### src/rtl/serial_transmitter.sv
// UART transmit path: byte FIFO feeding an 8N1 serialiser, LSB first.
// Define SERIAL_TX_PARITY_EN to add an even-parity bit (8E1 frames).
module serial_transmitter #(
  parameter int unsigned CLK_FREQ   = 50000000,
  parameter int unsigned BAUD       = 115200,
  parameter int unsigned FIFO_DEPTH = 4
) (
  input  logic       clock,
  input  logic       reset_n,
  input  logic       TxD_start,
  input  logic [7:0] TxD_data,
  output logic       TxD_full,
  output logic       TxD_busy,
  output logic       TxD
);

  localparam int unsigned DIV   = (CLK_FREQ + BAUD / 2) / BAUD;
  localparam int unsigned CNT_W = (DIV > 1) ? $clog2(DIV) : 1;
  localparam int unsigned PTR_W = (FIFO_DEPTH > 1) ? $clog2(FIFO_DEPTH) : 1;
  localparam int unsigned OCC_W = PTR_W + 1;

  localparam logic [CNT_W-1:0] DIV_M1  = CNT_W'(DIV - 1);
  localparam logic [OCC_W-1:0] DEPTH_C = OCC_W'(FIFO_DEPTH);

  typedef enum logic [2:0] {
    S_IDLE,
    S_START,
    S_DATA,
`ifdef SERIAL_TX_PARITY_EN
    S_PARITY,
`endif
    S_STOP
  } state_e;

  logic [7:0]       mem_q [FIFO_DEPTH];
  logic [PTR_W-1:0] wr_ptr_q;
  logic [PTR_W-1:0] rd_ptr_q;
  logic [OCC_W-1:0] occ_q;
  logic [OCC_W-1:0] occ_d;
  logic             full_q;
  logic             busy_q;
  logic             txd_q;

  state_e           state_q;
  logic [CNT_W-1:0] baud_cnt_q;
  logic [2:0]       bit_idx_q;
  logic [7:0]       shift_q;
`ifdef SERIAL_TX_PARITY_EN
  logic             par_q;
`endif

  logic       bit_end_c;
  logic       push_c;
  logic       pop_c;
  logic       idle_next_c;
  logic [7:0] head_c;

  // Pops happen only when the line is free: from IDLE or at the very end of STOP.
  always_comb begin
    bit_end_c   = (baud_cnt_q == '0);
    push_c      = TxD_start && !full_q;
    pop_c       = (occ_q != '0) &&
                  ((state_q == S_IDLE) || ((state_q == S_STOP) && bit_end_c));
    idle_next_c = !pop_c &&
                  ((state_q == S_IDLE) || ((state_q == S_STOP) && bit_end_c));
    head_c      = mem_q[rd_ptr_q];
    occ_d       = occ_q;
    if (push_c && !pop_c) begin
      occ_d = occ_q + OCC_W'(1);
    end else if (pop_c && !push_c) begin
      occ_d = occ_q - OCC_W'(1);
    end
  end

  // Storage array carries no reset; validity is tracked by the pointers.
  always_ff @(posedge clock) begin
    if (push_c) begin
      mem_q[wr_ptr_q] <= TxD_data;
    end
  end

  always_ff @(posedge clock or negedge reset_n) begin
    if (!reset_n) begin
      wr_ptr_q <= '0;
      rd_ptr_q <= '0;
      occ_q    <= '0;
      full_q   <= 1'b0;
    end else begin
      if (push_c) begin
        wr_ptr_q <= wr_ptr_q + PTR_W'(1);
      end
      if (pop_c) begin
        rd_ptr_q <= rd_ptr_q + PTR_W'(1);
      end
      occ_q  <= occ_d;
      full_q <= (occ_d == DEPTH_C);
    end
  end

  // Frame sequencer; every non-idle state lasts DIV clocks via baud_cnt_q.
  always_ff @(posedge clock or negedge reset_n) begin
    if (!reset_n) begin
      state_q    <= S_IDLE;
      baud_cnt_q <= '0;
      bit_idx_q  <= '0;
      shift_q    <= '0;
      txd_q      <= 1'b1;
      busy_q     <= 1'b0;
`ifdef SERIAL_TX_PARITY_EN
      par_q      <= 1'b0;
`endif
    end else begin
      busy_q <= !idle_next_c || (occ_q != '0);
      if (state_q != S_IDLE) begin
        baud_cnt_q <= bit_end_c ? DIV_M1 : (baud_cnt_q - CNT_W'(1));
      end
      if (pop_c) begin
        state_q    <= S_START;
        baud_cnt_q <= DIV_M1;
        shift_q    <= head_c;
        txd_q      <= 1'b0;
`ifdef SERIAL_TX_PARITY_EN
        par_q      <= ^head_c;
`endif
      end else if ((state_q != S_IDLE) && bit_end_c) begin
        case (state_q)
          S_START: begin
            state_q   <= S_DATA;
            bit_idx_q <= '0;
            txd_q     <= shift_q[0];
            shift_q   <= {1'b0, shift_q[7:1]};
          end
          S_DATA: begin
            if (bit_idx_q == 3'd7) begin
`ifdef SERIAL_TX_PARITY_EN
              state_q <= S_PARITY;
              txd_q   <= par_q;
`else
              state_q <= S_STOP;
              txd_q   <= 1'b1;
`endif
            end else begin
              bit_idx_q <= bit_idx_q + 3'd1;
              txd_q     <= shift_q[0];
              shift_q   <= {1'b0, shift_q[7:1]};
            end
          end
`ifdef SERIAL_TX_PARITY_EN
          S_PARITY: begin
            state_q <= S_STOP;
            txd_q   <= 1'b1;
          end
`endif
          default: begin
            state_q <= S_IDLE;
            txd_q   <= 1'b1;
          end
        endcase
      end
    end
  end

  assign TxD_full = full_q;
  assign TxD_busy = busy_q;
  assign TxD      = txd_q;

endmodule

### config.mk
export PLATFORM = sky130hd
export DESIGN_NAME = serial_transmitter
export DESIGN_NICKNAME = d
export VERILOG_FILES = /design/src/rtl/serial_transmitter.sv
export SDC_FILE = /design/constraint.sdc
export NUM_CORES = 1
export LEC_CHECK = 0
export ABC_AREA = 1
export BUFFER_PORTS_ARGS = -buffer_cell sky130_fd_sc_hd__buf_2
export CAP_MARGIN = 20
export CORE_MARGIN = 3
export CORE_UTILIZATION = 45
export DETAILED_ROUTE_END_ITERATION = 10
export HOLD_SLACK_MARGIN = 0.02
export REMOVE_ABC_BUFFERS = 1
export SLEW_MARGIN = 40
export SYNTH_ARGS = -nofsm -noshare
export SYNTH_HDL_FRONTEND = slang
export SYNTH_SLANG_ARGS = --single-unit
### constraint.sdc
create_clock -name clock -period 1.79 [get_ports clock]
set_input_delay 0.179 -clock clock [delete_from_list [all_inputs] [get_ports clock]]
set_output_delay 0.179 -clock clock [all_outputs]
set_load 0.005 [all_outputs]
==> summary by stage, run 1 <==
Power
Dividing total power by cell area gives a power density of 1110 nW/um2. The leakage power of the design is 1.54 nW. IR analysis of the VDD net gives a maximum drop of 0.663 mV.

Place
Input and output buffers added on the ports amount to 13. The placed instance area is 3220 um2. The placement-stage worst setup slack is -0.000475 ns. The detailed placer's ending HPWL is 3720 um. The final RePlAce weighted congestion is 0.803.

Synthesis
The summed instance area of the synthesized netlist is 3000 um2. The cell taking the most area after synthesis is sky130_fd_sc_hd__edfxtp_1. The synthesized design contains 64 register bits. In this run, synthesis inferred 32 flip-flops with an integrated enable. Of the post-synthesis cell area, the dominant cell type holds 32.1%. The cell count after synthesis is 298. The number of warnings printed during yosys synthesis is 0. After synthesis, flip-flops and latches occupy 58.9% of the total area. Among all cell types in the netlist, the one instantiated most often is sky130_fd_sc_hd__nand2_1. The fraction of registers with async set/reset is 50.0%. The leading register cell type out of synthesis is sky130_fd_sc_hd__edfxtp_1. The number of different library cells in the post-synthesis netlist is 28. The average cell area after synthesis is 10.1 um2.

After synthesis, the most frequently instantiated cells are 42 x sky130_fd_sc_hd__nand2_1, 34 x sky130_fd_sc_hd__nor2_1, 32 x sky130_fd_sc_hd__edfxtp_1. By area the synthesized netlist is led by sky130_fd_sc_hd__edfxtp_1 32%, sky130_fd_sc_hd__dfrtp_1 26%, sky130_fd_sc_hd__ha_1 5.8%, sky130_fd_sc_hd__nand2_1 5.3%, sky130_fd_sc_hd__o21ai_0 5.2%.

Setup path
STA puts the critical path data arrival time at 2.01 ns. The reg-to-reg critical path startpoint is baud_cnt_q[0]$_DFFE_PN0P_. On the worst path, the slowest cell contributes a delay of 0.40 ns. The maximum net fanout on the critical path is 6. The most critical setup path has its startpoint at baud_cnt_q[0]$_DFFE_PN0P_. The critical path goes through inv_2 -> ha_4 -> nand2_2 -> nor2_2 -> nand3_2 -> nand2_4 -> nand3_4 -> nand2_4 -> nand2_4 -> nor2_4 -> nor2_2 -> nand2_1 -> nor2_1. The number of buffers and inverters on the critical path is 1.

The most numerous cell on the critical path is sky130_fd_sc_hd__nand2_4. The kind of cell with the highest combined delay along the critical path is simple AND/OR/NAND/NOR gates. The slowest cell on the critical path is sky130_fd_sc_hd__dfrtp_1. The setup check on the worst reg-to-reg path leaves a slack of 0.02 ns.

At the worst endpoint, the required time is 2.03 ns. The nature of the critical path endpoint is a register. The type of origin of the critical path is a register. The type of the worst setup path is register to register.

Global route
The wire length of the first global-routing pass is 9630 um. met2 is the most crowded layer. The number of antenna violations at the first check in global routing is 0. In the global route stage, met3 resource usage came out at 5.36%. The met1 capacity usage during global routing is 21.8%.

Global routing used 25.4% of the available met2 tracks. The largest net degree at the start of global routing is 33. After global routing the overflow that remains totals 0. The via count of the first global-routing pass was 2,074. The overall routing resource usage is 16.6%.

Floorplan
The total number of placement rows is 29. The floorplan die width is 87.6 um. The floorplan step defined a die boundary enclosing 7670 um2. The core region is 6390 um2. The number of top-level pins is 14.

The die is 87.6 um tall. Once the floorplan was initialized, standard cells occupied 46.9% of the core.

Route
After detailed routing, the total wire length is 5630 um. The detailed router placed 2,119 vias in this run. The first detailed-routing pass ran for 4 iterations. The average wire length per cell after detail routing is 13.6 um. In the routed design, unresolved DRC markers number 0.

After detailed routing, the number of vias per cell comes to 5.12. The first-iteration detailed-routing DRC count is 117. The number of routed nets with antenna violations is 0.

Timing
Setup repair after global routing could not meet its margin everywhere. The maximum clock frequency is 0.566 GHz. The worst path in the final design needs a cycle of 1.77 ns, including I/O delays and setup. In the post-route analysis, the smallest setup slack over all paths is 0.0222 ns. The clock arrives with 0.00898 ns of skew. The relative max-transition margin is 64.4%. The number of setup violations in the final report is 0. Across all hold checks on the routed design, the worst slack comes to 0.0368 ns.

The post-route clock period utilization is 98.8%. The measured slew at the worst slew-check pin is 0.534 ns. The hold violation count in the final report was 0. The final number of max-transition violations is 0.

Layout
For this run, the share of the core covered by cells in the final layout is 56.3%. Compared with the post-synthesis result, the final layout area differs by 20.0%. 0 antenna diodes ended up in the layout. In the final layout, the share of cells above drive strength 1 is 26.1%.

The post-route cell area is 3590 um2. The net count of the finished layout is 357.

Clocking
After clock tree synthesis, the clock-pin slew on the worst setup and hold paths is 0.08 ns. The clock drives 64 sinks. The tree is rooted in a sky130_fd_sc_hd__clkbuf_8.

In this run the deepest clock path goes through 2 buffers. The H-tree was split into 3 levels. The clock buffer count from CTS is 9.

The latest clock arrival within the worst-skew pair is 0.35 ns. TritonCTS built the clock tree.

Run status
The flow ran to the end, and the final reports show no timing, DRC or antenna violations.

Flow run
Across the run, the number of max-cap violations was 0.

Hold path
The worst min-delay path category is input port to register. The worst hold path begins at TxD_data[7].
## worst paths after layout
| path | end | cells after the start |
|---|---|---|
| setup / recovery | TxD_full$_DFF_PN0_ | 13 |
| setup reg to reg | TxD_full$_DFF_PN0_ | 13 |
| max in group asynchronous | TxD$_DFFE_PN1P_ | 2 |
| hold reg to reg | shift_q[1]$_DFFE_PN0P_ | 2 |
| hold / removal | mem_q[0][7]$_DFFE_PP_ | 1 |
| min in group asynchronous | bit_idx_q[2]$_DFFE_PN0P_ | 2 |
## registers in the layout, indices dropped and copies added (netlist names), 2 cells and up
register,count
shift_q,8
wr_ptr_q,2
mem_q,32
rd_ptr_q,2
baud_cnt_q,9
occ_q,3
state_q,2
bit_idx_q,3
## timing repair
item	CTS	global route
endpoints found under the hold margin	31	0
hold buffers	1	0
buffers inserted	0	2
gates resized for setup	3	31
pin swaps	0	8
gates cloned	0	0
setup endpoints to repair	3	22
## per-stage QoR
| stage | power, mW | cells | setup TNS (ns) |
|---|---|---|---|
| after CTS | 3.96 | 412 | 0 |
| after global routing | 4.22 | 414 | -0.554 |
| after detailed placement | 2.53 | 395 | -0.000475 |
| after global placement | 2.52 | 395 | 0 |
| after floorplan | 2.30 | 292 | 0 |
| final | 3.99 | 414 | 0 |
## final cells by class
class                   count  area, um2
repair buffers             29        198
clock buffers               9        124
inverters                  37        141
clock inverters             7        103
fillers                   548       2790
flip-flops and latches     64       1760
well taps                  77       96.3
multi-input cells         191       1170
## power breakdown
group	total [mW]	leakage [nW]	internal (mW)	switching [mW]
Sequential	1.87	0.677	1.78	0.0854
Clock	1.43	0.111	0.800	0.625
Combinational	0.695	0.752	0.260	0.435
Total	3.99	1.54	2.84	1.15
## layer usage
layer	routed length (um)	up-vias	share of wire, %
met1	2670	1008	47
li1	-	1065	-
met2	2610	30	46
met4	146	0	2.6
met3	201	16	3.6
met5	0	-	0
## cell families after synthesis
group / count (synthesis) / share of synthesized area (%)
adders and majority gates: 14 / 5.85
AOI/OAI and AO/OA: 52 / 9.15
buffers and inverters: 43 / 5.72
xor gates and xnor gates: 4 / 1.17
DFF: 64 / 58.9
and+or+nand+nor: 121 / 19.3
## placed cells by master, fill, tap and decap left out
cell type                       count
sky130_fd_sc_hd__nor2_1            30
sky130_fd_sc_hd__nand3_1           20
sky130_fd_sc_hd__ha_1              12
sky130_fd_sc_hd__inv_6              3
sky130_fd_sc_hd__o21ai_1            5
sky130_fd_sc_hd__nand3_2            6
sky130_fd_sc_hd__inv_4              1
sky130_fd_sc_hd__bufinv_16          2
sky130_fd_sc_hd__buf_6              2
sky130_fd_sc_hd__ha_2               1
sky130_fd_sc_hd__nor2_4             5
sky130_fd_sc_hd__clkinvlp_4         1
sky130_fd_sc_hd__nand2_1           38
sky130_fd_sc_hd__inv_2              8
sky130_fd_sc_hd__clkinv_4           1
sky130_fd_sc_hd__nor3_1             1
sky130_fd_sc_hd__o22ai_1            9
sky130_fd_sc_hd__clkbuf_8           9
sky130_fd_sc_hd__xor2_1             3
sky130_fd_sc_hd__ha_4               1
sky130_fd_sc_hd__xnor2_1            1
sky130_fd_sc_hd__nor2_8             1
sky130_fd_sc_hd__nor2_2             5
sky130_fd_sc_hd__nand2_4            3
sky130_fd_sc_hd__o21ai_0           30
sky130_fd_sc_hd__edfxtp_1          32
sky130_fd_sc_hd__a21oi_1            5
sky130_fd_sc_hd__dfstp_2            1
sky130_fd_sc_hd__nand2_2            5
sky130_fd_sc_hd__dlygate4sd3_1      1
sky130_fd_sc_hd__nand4_1            3
sky130_fd_sc_hd__nand3_4            2
sky130_fd_sc_hd__buf_4             14
sky130_fd_sc_hd__buf_2             12
sky130_fd_sc_hd__a21oi_2            2
sky130_fd_sc_hd__inv_1             28
sky130_fd_sc_hd__or2_2              2
sky130_fd_sc_hd__a21boi_2           1
sky130_fd_sc_hd__dfrtp_1           31
No activity file was read; power rests on OpenSTA's default activity.
==> inputs of run 2 (changes only) <==
- CELL_PAD_IN_SITES_DETAIL_PLACEMENT: default -> 1
- CELL_PAD_IN_SITES_GLOBAL_PLACEMENT: default -> 2
- CORE_UTILIZATION: 45 -> 40
- PLACE_DENSITY_LB_ADDON: default -> 0.1
==> run 2 against run 1 <==
Worst hold slack gained 0.012 ns; core utilization shrank 1.5 points; die area grew 12%; global-route usage shrank 0.32 points; via count grew 2.9%; non-clock buffer count grew 13; total power shrank 0.33%; routed wire length grew 17%.
==> summary by stage, run 2 (synthesis results as in run 1) <==
Clocking
The CTS tree is yes. The clock drives 64 sinks. The number of clock buffers added by TritonCTS is 9. In this run the deepest clock path goes through 2 buffers. For the worst-skew pair, the clock arrives at the later sink with an insertion delay of 0.34 ns. The H-tree was split into 3 levels. The clock tree root buffer cell is sky130_fd_sc_hd__clkbuf_8. The clock transition at the registers of the reported paths is 0.08 ns.

Timing
The maximum clock frequency is 0.563 GHz. The measured slew at the worst slew-check pin is 0.429 ns. For the final database, setup skew stands at 0.0108 ns. The hold violation count in the final report is 0. Setup repair after global routing could not meet its margin everywhere.

The final number of max-transition violations is 0. The worst pin sits at a relative slew slack of 71.4%. The shortest clock period the worst path allows after layout is 1.78 ns. Setup violations remaining at the end of the flow were counted as 0.

Hold timing on the final database bottoms out at a slack of 0.0485 ns. The worst path uses 99.2% of the clock period.

Flow run
The number of max-capacitance violations reported is 0.

Route
The number of routed nets with antenna violations is 0. The length of the first detailed-routing pass in iterations is 5. The number of vias in the routed layout is 2,180.

The final wirelength is 6570 um. In the routed layout, each cell is associated on average with a via count of 4.89. After detailed routing, the average wire length per cell comes to 14.7 um. The number of remaining DRC errors is 0. The first-iteration detailed-routing DRC count is 76.

Layout
The end-of-flow core utilization is 54.8%. The register with the most flip-flops in the layout has 32 of them. More flip-flops sit in one register than any other, and that register is mem_q. The filler cells instantiated in the layout total 781. The share of cells above drive strength 1 is 33.4%.

Relative to the synthesized area, the layout overhead comes to 28.4%. Leaving out fill and tap cells, the most frequent cell in the layout is sky130_fd_sc_hd__nand2_1. The repair_antennas step left the layout with diodes totalling 0. At the end of the flow, the number of nets in the layout was 370. The top cell types in the final layout, fill and taps aside, are 34 x sky130_fd_sc_hd__nand2_1, 32 x sky130_fd_sc_hd__edfxtp_1, 31 x sky130_fd_sc_hd__dfrtp_1, 31 x sky130_fd_sc_hd__nor2_1, 29 x sky130_fd_sc_hd__o21ai_0. The largest registers in the layout are mem_q: 32 flops, baud_cnt_q: 9 flops, shift_q: 8 flops.

Setup path
STA classifies the critical path endpoint as a register. The maximum net fanout on the critical path is 7. The worst setup path is launched from a register. The type of the worst setup path is register to register.

For the worst setup path, the data required time is 2.02 ns. The arrival time at the worst endpoint is 2.00 ns.

Power
In this run the static leakage power is 1.64 nW. Summed over all nets, the switching power comes to 1.13 mW. The switching part of the total power is 28.5%. The internal power of the cells totals 2.84 mW. Per report_power, the sequential group accounts for 47.2% of the total.

In this run, the combinational gates consume 17.8% of the power. The largest vdd supply drop is 0.813 mV. Power spread over the standard cell area amounts to 1030 nW/um2.

The proportion of power drawn by the clock network is 34.9%. Power comes to 3.98 mW.

Place
During placement, the flow inserted port buffers numbering 13. At the end of routability-driven placement, the weighted congestion stood at 0.751. The HPWL after detailed placement is 4520 um.

Floorplan
The vertical die dimension is 92.5 um. Row generation in the floorplan step produced 30 rows. The initial core utilization is 42.7%.

The placeable core region is 7020 um2. During I/O placement, the number of pins put on the boundary was 14. The floorplan die width is 92.5 um. The area of the die is 8560 um2.

Global route
The number of antenna violations at the first check in global routing was 0. The largest net degree at the start of global routing is 33. The overall routing resource usage is 16.3%. The wire length of the first global-routing pass is 10,800 um. The total overflow left after global routing is 0.

The via count of the first global-routing pass was 2,199.

Run status
The run finished with clean final reports.

Hold path
The tightest min-delay check is of the input port to register type.
==> run 2: changes by cell type in the layout (fill, tap and decap cells not counted), sizes merged <==
cell,delta
buf,+12
clkbuf,+1
clkinv,+2
inv,-2
==> run 2: repair_timing <==
| action | 4_1_cts | 5_1_grt |
|---|---|---|
| setup buffers | 0 | 11 |
| pin swaps | 1 | 10 |
| cloned | 0 | 1 |
| setup endpoints to repair | 7 | 22 |
| resized for setup | 4 | 55 |
| endpoints found under the hold margin | 31 | 0 |
| hold buffers | 1 | 0 |
==> run 2: critical path: stages (launching register included) <==
cell	delay, ns
sky130_fd_sc_hd__dfrtp_1	0.40
sky130_fd_sc_hd__inv_2	0.08
sky130_fd_sc_hd__ha_4	0.15
sky130_fd_sc_hd__nand2_2	0.05
sky130_fd_sc_hd__nor2_2	0.09
sky130_fd_sc_hd__nand3_2	0.14
sky130_fd_sc_hd__nand2_4	0.13
sky130_fd_sc_hd__nand3_4	0.17
sky130_fd_sc_hd__buf_12	0.18
sky130_fd_sc_hd__clkbuf_16	0.15
sky130_fd_sc_hd__nand4_1	0.08
sky130_fd_sc_hd__o21ai_1	0.06
==> run 2: final timing paths <==
kind	slack, ns	start	cells past startpoint	endpoint
worst max-delay path	0.01	baud_cnt_q[0]$_DFFE_PN0P_	11	bit_idx_q[0]$_DFFE_PN0P_
worst min-delay path	0.05	TxD_data[5]	1	mem_q[0][5]$_DFFE_PP_
worst max register to register	0.01	baud_cnt_q[0]$_DFFE_PN0P_	11	bit_idx_q[0]$_DFFE_PN0P_
worst min register to register	0.49	bit_idx_q[0]$_DFFE_PN0P_	1	bit_idx_q[0]$_DFFE_PN0P_
max in group asynchronous	1.13	reset_n	2	TxD$_DFFE_PN1P_
min in group asynchronous	0.32	reset_n	2	shift_q[5]$_DFFE_PN0P_
==> run 2: layout make-up <==
| class | count | area [um2] | area share, % |
|---|---|---|---|
| Timing Repair Buffer | 42 | 349 | 9.08 |
| Clock buffer | 9 | 124 | 3.22 |
| Inverter | 37 | 144 | 3.74 |
| Multi-Input combinational cell | 191 | 1240 | 32.3 |
| Sequential cell | 64 | 1760 | 45.9 |
| Tap cell | 96 | 120 | 3.12 |
| Clock inverter | 7 | 103 | 2.67 |
==> run 2: through the flow <==
step           TNS [ns]  setup slack, ns  area (um2)  cells
5_1_grt           -1.07          -0.0982        3840    446
2_1_floorplan         0            0.105        2960    292
3_5_place_dp     -0.197          -0.0575        3280    417
6_report              0           0.0144        3840    446
4_1_cts        -0.00725         -0.00725        3530    434
3_3_place_gp          0          0.00293        3280    417
==> run 2: per-layer routing <==
metal	global-route usage, %	part of all wire [%]
met3	3.17	1.9
met2	24.1	47
met5	0	0
met4	7.05	1.2
met1	23.2	50
==> run 2: power groups by stage <==
stage / sequential (mW) / clock (mW) / combinational (mW)
floorplan: 1.88 / 0 / 0.419
global placement: 1.90 / 0 / 0.642
detailed placement: 1.90 / 0 / 0.661
CTS: 1.87 / 1.44 / 0.670
global route: 1.90 / 1.52 / 0.820
finish: 1.88 / 1.39 / 0.709
==> inputs of run 3 (changes only) <==
- BUFFER_PORTS_ARGS: -buffer_cell sky130_fd_sc_hd__buf_2 -> -buffer_cell sky130_fd_sc_hd__buf_4
==> run 3 against run 2 <==
Final area decreased by 5.7%; die area unchanged; worst setup slack improved by 0.048 ns; critical path depth increased by 2; register-to-register slack improved by 0.05 ns; non-clock buffer count decreased by 9; combinational power decreased by 2%; clock power decreased by 20%; worst hold slack got worse by 0.012 ns; critical path type unchanged.
==> summary by stage, run 3 (synthesis results as in run 1) <==
Run status
The flow ran to the end, and the final reports show no timing, DRC or antenna violations.

Place
Timing analysis after detailed placement gives a worst setup slack of -0.0601 ns. The detailed placer's ending HPWL is 4660 um. Routability-driven placement finished with a final weighted congestion of 0.692. The number of port buffers is 13.

Clocking
The H-tree depth is 3. The clock buffer count from CTS is 9. Counting along the longest clock path gives a buffer depth of 2. The clock tree root buffer cell is sky130_fd_sc_hd__clkbuf_8. The latest clock arrival within the worst-skew pair is 0.34 ns. The clock transition at the registers of the reported paths is 0.08 ns. The clock net sink count is 64. TritonCTS built the clock tree.

Layout
The most common library cell in the layout ignoring fill and taps is sky130_fd_sc_hd__nand2_1. The most flop-heavy register is mem_q. The share of cells above drive strength 1 is 26.7%. Leaving out fill and tap cells, the most frequent cells in the layout are 39 x sky130_fd_sc_hd__nand2_1, 32 x sky130_fd_sc_hd__edfxtp_1, 31 x sky130_fd_sc_hd__dfrtp_1, 30 x sky130_fd_sc_hd__nor2_1, 30 x sky130_fd_sc_hd__buf_4. The largest registers in the layout are mem_q: 32 flops, baud_cnt_q: 9 flops, shift_q: 8 flops. The net count of the finished layout is 361.

0 antenna diodes ended up in the layout. The end-of-flow core utilization is 51.7%. The register with the most flip-flops in the layout has 32 of them. The synthesis-to-layout area growth is 21.1%.

Power
The clock network accounts for 30.3% of the total power. IR analysis of the VDD net gives a maximum drop of 0.536 mV. The internal power is 2.56 mW. Summed over all cells, the static leakage comes to 1.55 nW. Net switching is 30.5% of the power.

The power density over cell area is 1020 nW/um2. The sequential cell fraction of total power is 50.8%. For this design the total switching power over the nets is 1.12 mW. Combinational logic is responsible for 18.9% of the overall power.

Floorplan
The number of top-level pins is 14. In this run the vertical extent of the chip is 92.5 um. The floorplan step defined a die boundary enclosing 8560 um2. The floorplan step set the die width to 92.5 um. Row generation in the floorplan step produced 30 rows. The total area inside the core boundary comes to 7020 um2. The initial utilization of the core area, before any placement, comes to 42.7%.

Route
The first TritonRoute pass finished after 4 iterations. The count of nets left with antenna violations once routing finished came out at 0. The final wirelength is 6470 um. The average wire length per cell after detail routing is 14.8 um. The vias per cell is 4.93.

The number of vias in the routed layout is 2,156. The number of remaining DRC errors is 0. For this block, the initial DRC count from the detailed router was 65.

Timing
The worst path meets setup with 0.0627 ns of slack. The final number of max-transition violations is 0. Setup violations remaining at the end of the flow were counted as 0. The shortest clock period the worst path allows after layout is 1.73 ns. The hold violation count in the final report is 0. For the final database, setup skew stands at 0.00949 ns. Setup repair after global routing could not meet its margin everywhere.

In the finished design, the share of the clock period the worst path needs comes to 96.5%. For the pin with the worst max-slew slack, the measured transition is 0.427 ns. The worst pin sits at a relative slew slack of 71.5%.

The maximum clock frequency is 0.579 GHz.

Global route
Global routing finished with a remaining overflow of 0. The largest net degree at the start of global routing is 33. The overall routing resource usage is 17.1%. The via count of the first global-routing pass is 2,305. The wire length of the first global-routing pass is 11,100 um. The number of antenna violations at the first check in global routing is 0.

Setup path
By startpoint and endpoint, the worst setup path is classified as register to register. The type of origin of the critical path is a register. Data on the critical path arrives at its endpoint at 1.96 ns. The worst setup path is captured at a register. The maximum net fanout on the critical path is 5.

Data on the critical path is required at its endpoint by 2.02 ns.

Hold path
The worst hold path belongs to the class input port to register.

Flow run
The tool flagged a number of max-cap violations equal to 0.
[run 3: cell count changes in the layout (fill, tap and decap cells not counted), sizes merged]
cell         change
clkbuf           -1
clkinv           +2
buf              -9
bufinv           -2
dlygate4sd3      +1
[run 3: cell type report]
class                   count  area, um2
fillers                   793       3390
flip-flops and latches     64       1760
multi-input cells         191       1160
repair buffers             33        265
inverters                  37        141
clock buffers               9        124
well taps                  96        120
clock inverters             7       56.3
[run 3: final timing paths]
kind,from,endpoint,slack (ns),cells after the start
max,baud_cnt_q[0]$_DFFE_PN0P_,TxD_full$_DFF_PN0_,0.06,13
min,TxD_data[5],mem_q[1][5]$_DFFE_PP_,0.04,1
max reg2reg,baud_cnt_q[0]$_DFFE_PN0P_,TxD_full$_DFF_PN0_,0.06,13
min reg2reg,shift_q[2]$_DFFE_PN0P_,shift_q[2]$_DFFE_PN0P_,0.49,2
max in group asynchronous,reset_n,TxD$_DFFE_PN1P_,1.13,2
min in group asynchronous,reset_n,shift_q[6]$_DFFE_PN0P_,0.32,2
[run 3: routing by layer]
layer,part of all wire (%),global-route usage (%),vias to the layer above
met5,0,0,-
met4,1.9,8.04,0
met3,2.6,3.25,11
met2,48,27.7,23
met1,48,21.9,1048
li1,-,-,1074
[run 3: critical path, cell delays in order, from the launching register on]
cell and delay [ns]:
sky130_fd_sc_hd__dfrtp_1 0.41, sky130_fd_sc_hd__inv_2 0.09, sky130_fd_sc_hd__ha_4 0.15, sky130_fd_sc_hd__nand2_2 0.06, sky130_fd_sc_hd__nor2_2 0.09, sky130_fd_sc_hd__nand3_2 0.13
sky130_fd_sc_hd__nand2_4 0.13, sky130_fd_sc_hd__nand3_4 0.14, sky130_fd_sc_hd__nand2_4 0.12, sky130_fd_sc_hd__nand2_2 0.06, sky130_fd_sc_hd__nor2_2 0.11, sky130_fd_sc_hd__nor2_2 0.04
sky130_fd_sc_hd__nand2_1 0.05, sky130_fd_sc_hd__nor2_1 0.04
[run 3: power by group through the flow]
stage,Sequential (mW),Combinational [mW],Clock (mW)
2_1_floorplan,1.88,0.419,0
3_3_place_gp,1.90,0.651,0
3_5_place_dp,1.90,0.675,0
4_1_cts,1.87,0.684,1.15
5_1_grt,1.90,0.825,1.23
6_report,1.87,0.697,1.11
[run 3: what timing repair did]
item | in CTS | in global routing
pin swaps | 0 | 6
hold buffers | 2 | 0
buffers inserted | 0 | 2
resized for setup | 6 | 29
setup endpoints to repair | 11 | 23
endpoints found under the hold margin | 35 | 0
[run 3: stage by stage]
| stage | cell area, um2 | power [mW] | std cells | hold WS (ns) | setup TNS [ns] |
|---|---|---|---|---|---|
| 6_report | 3630 | 3.68 | 437 | 0.0363 | 0 |
| 5_1_grt | 3630 | 3.95 | 437 | 0.0226 | -0.178 |
| 4_1_cts | 3520 | 3.71 | 435 | 0.0207 | -0.0178 |
| 3_5_place_dp | 3300 | 2.58 | 417 | 0.155 | -0.325 |
| 3_3_place_gp | 3300 | 2.55 | 417 | 0.155 | 0 |
| 2_1_floorplan | 2960 | 2.30 | 292 | -0.117 | 0 |
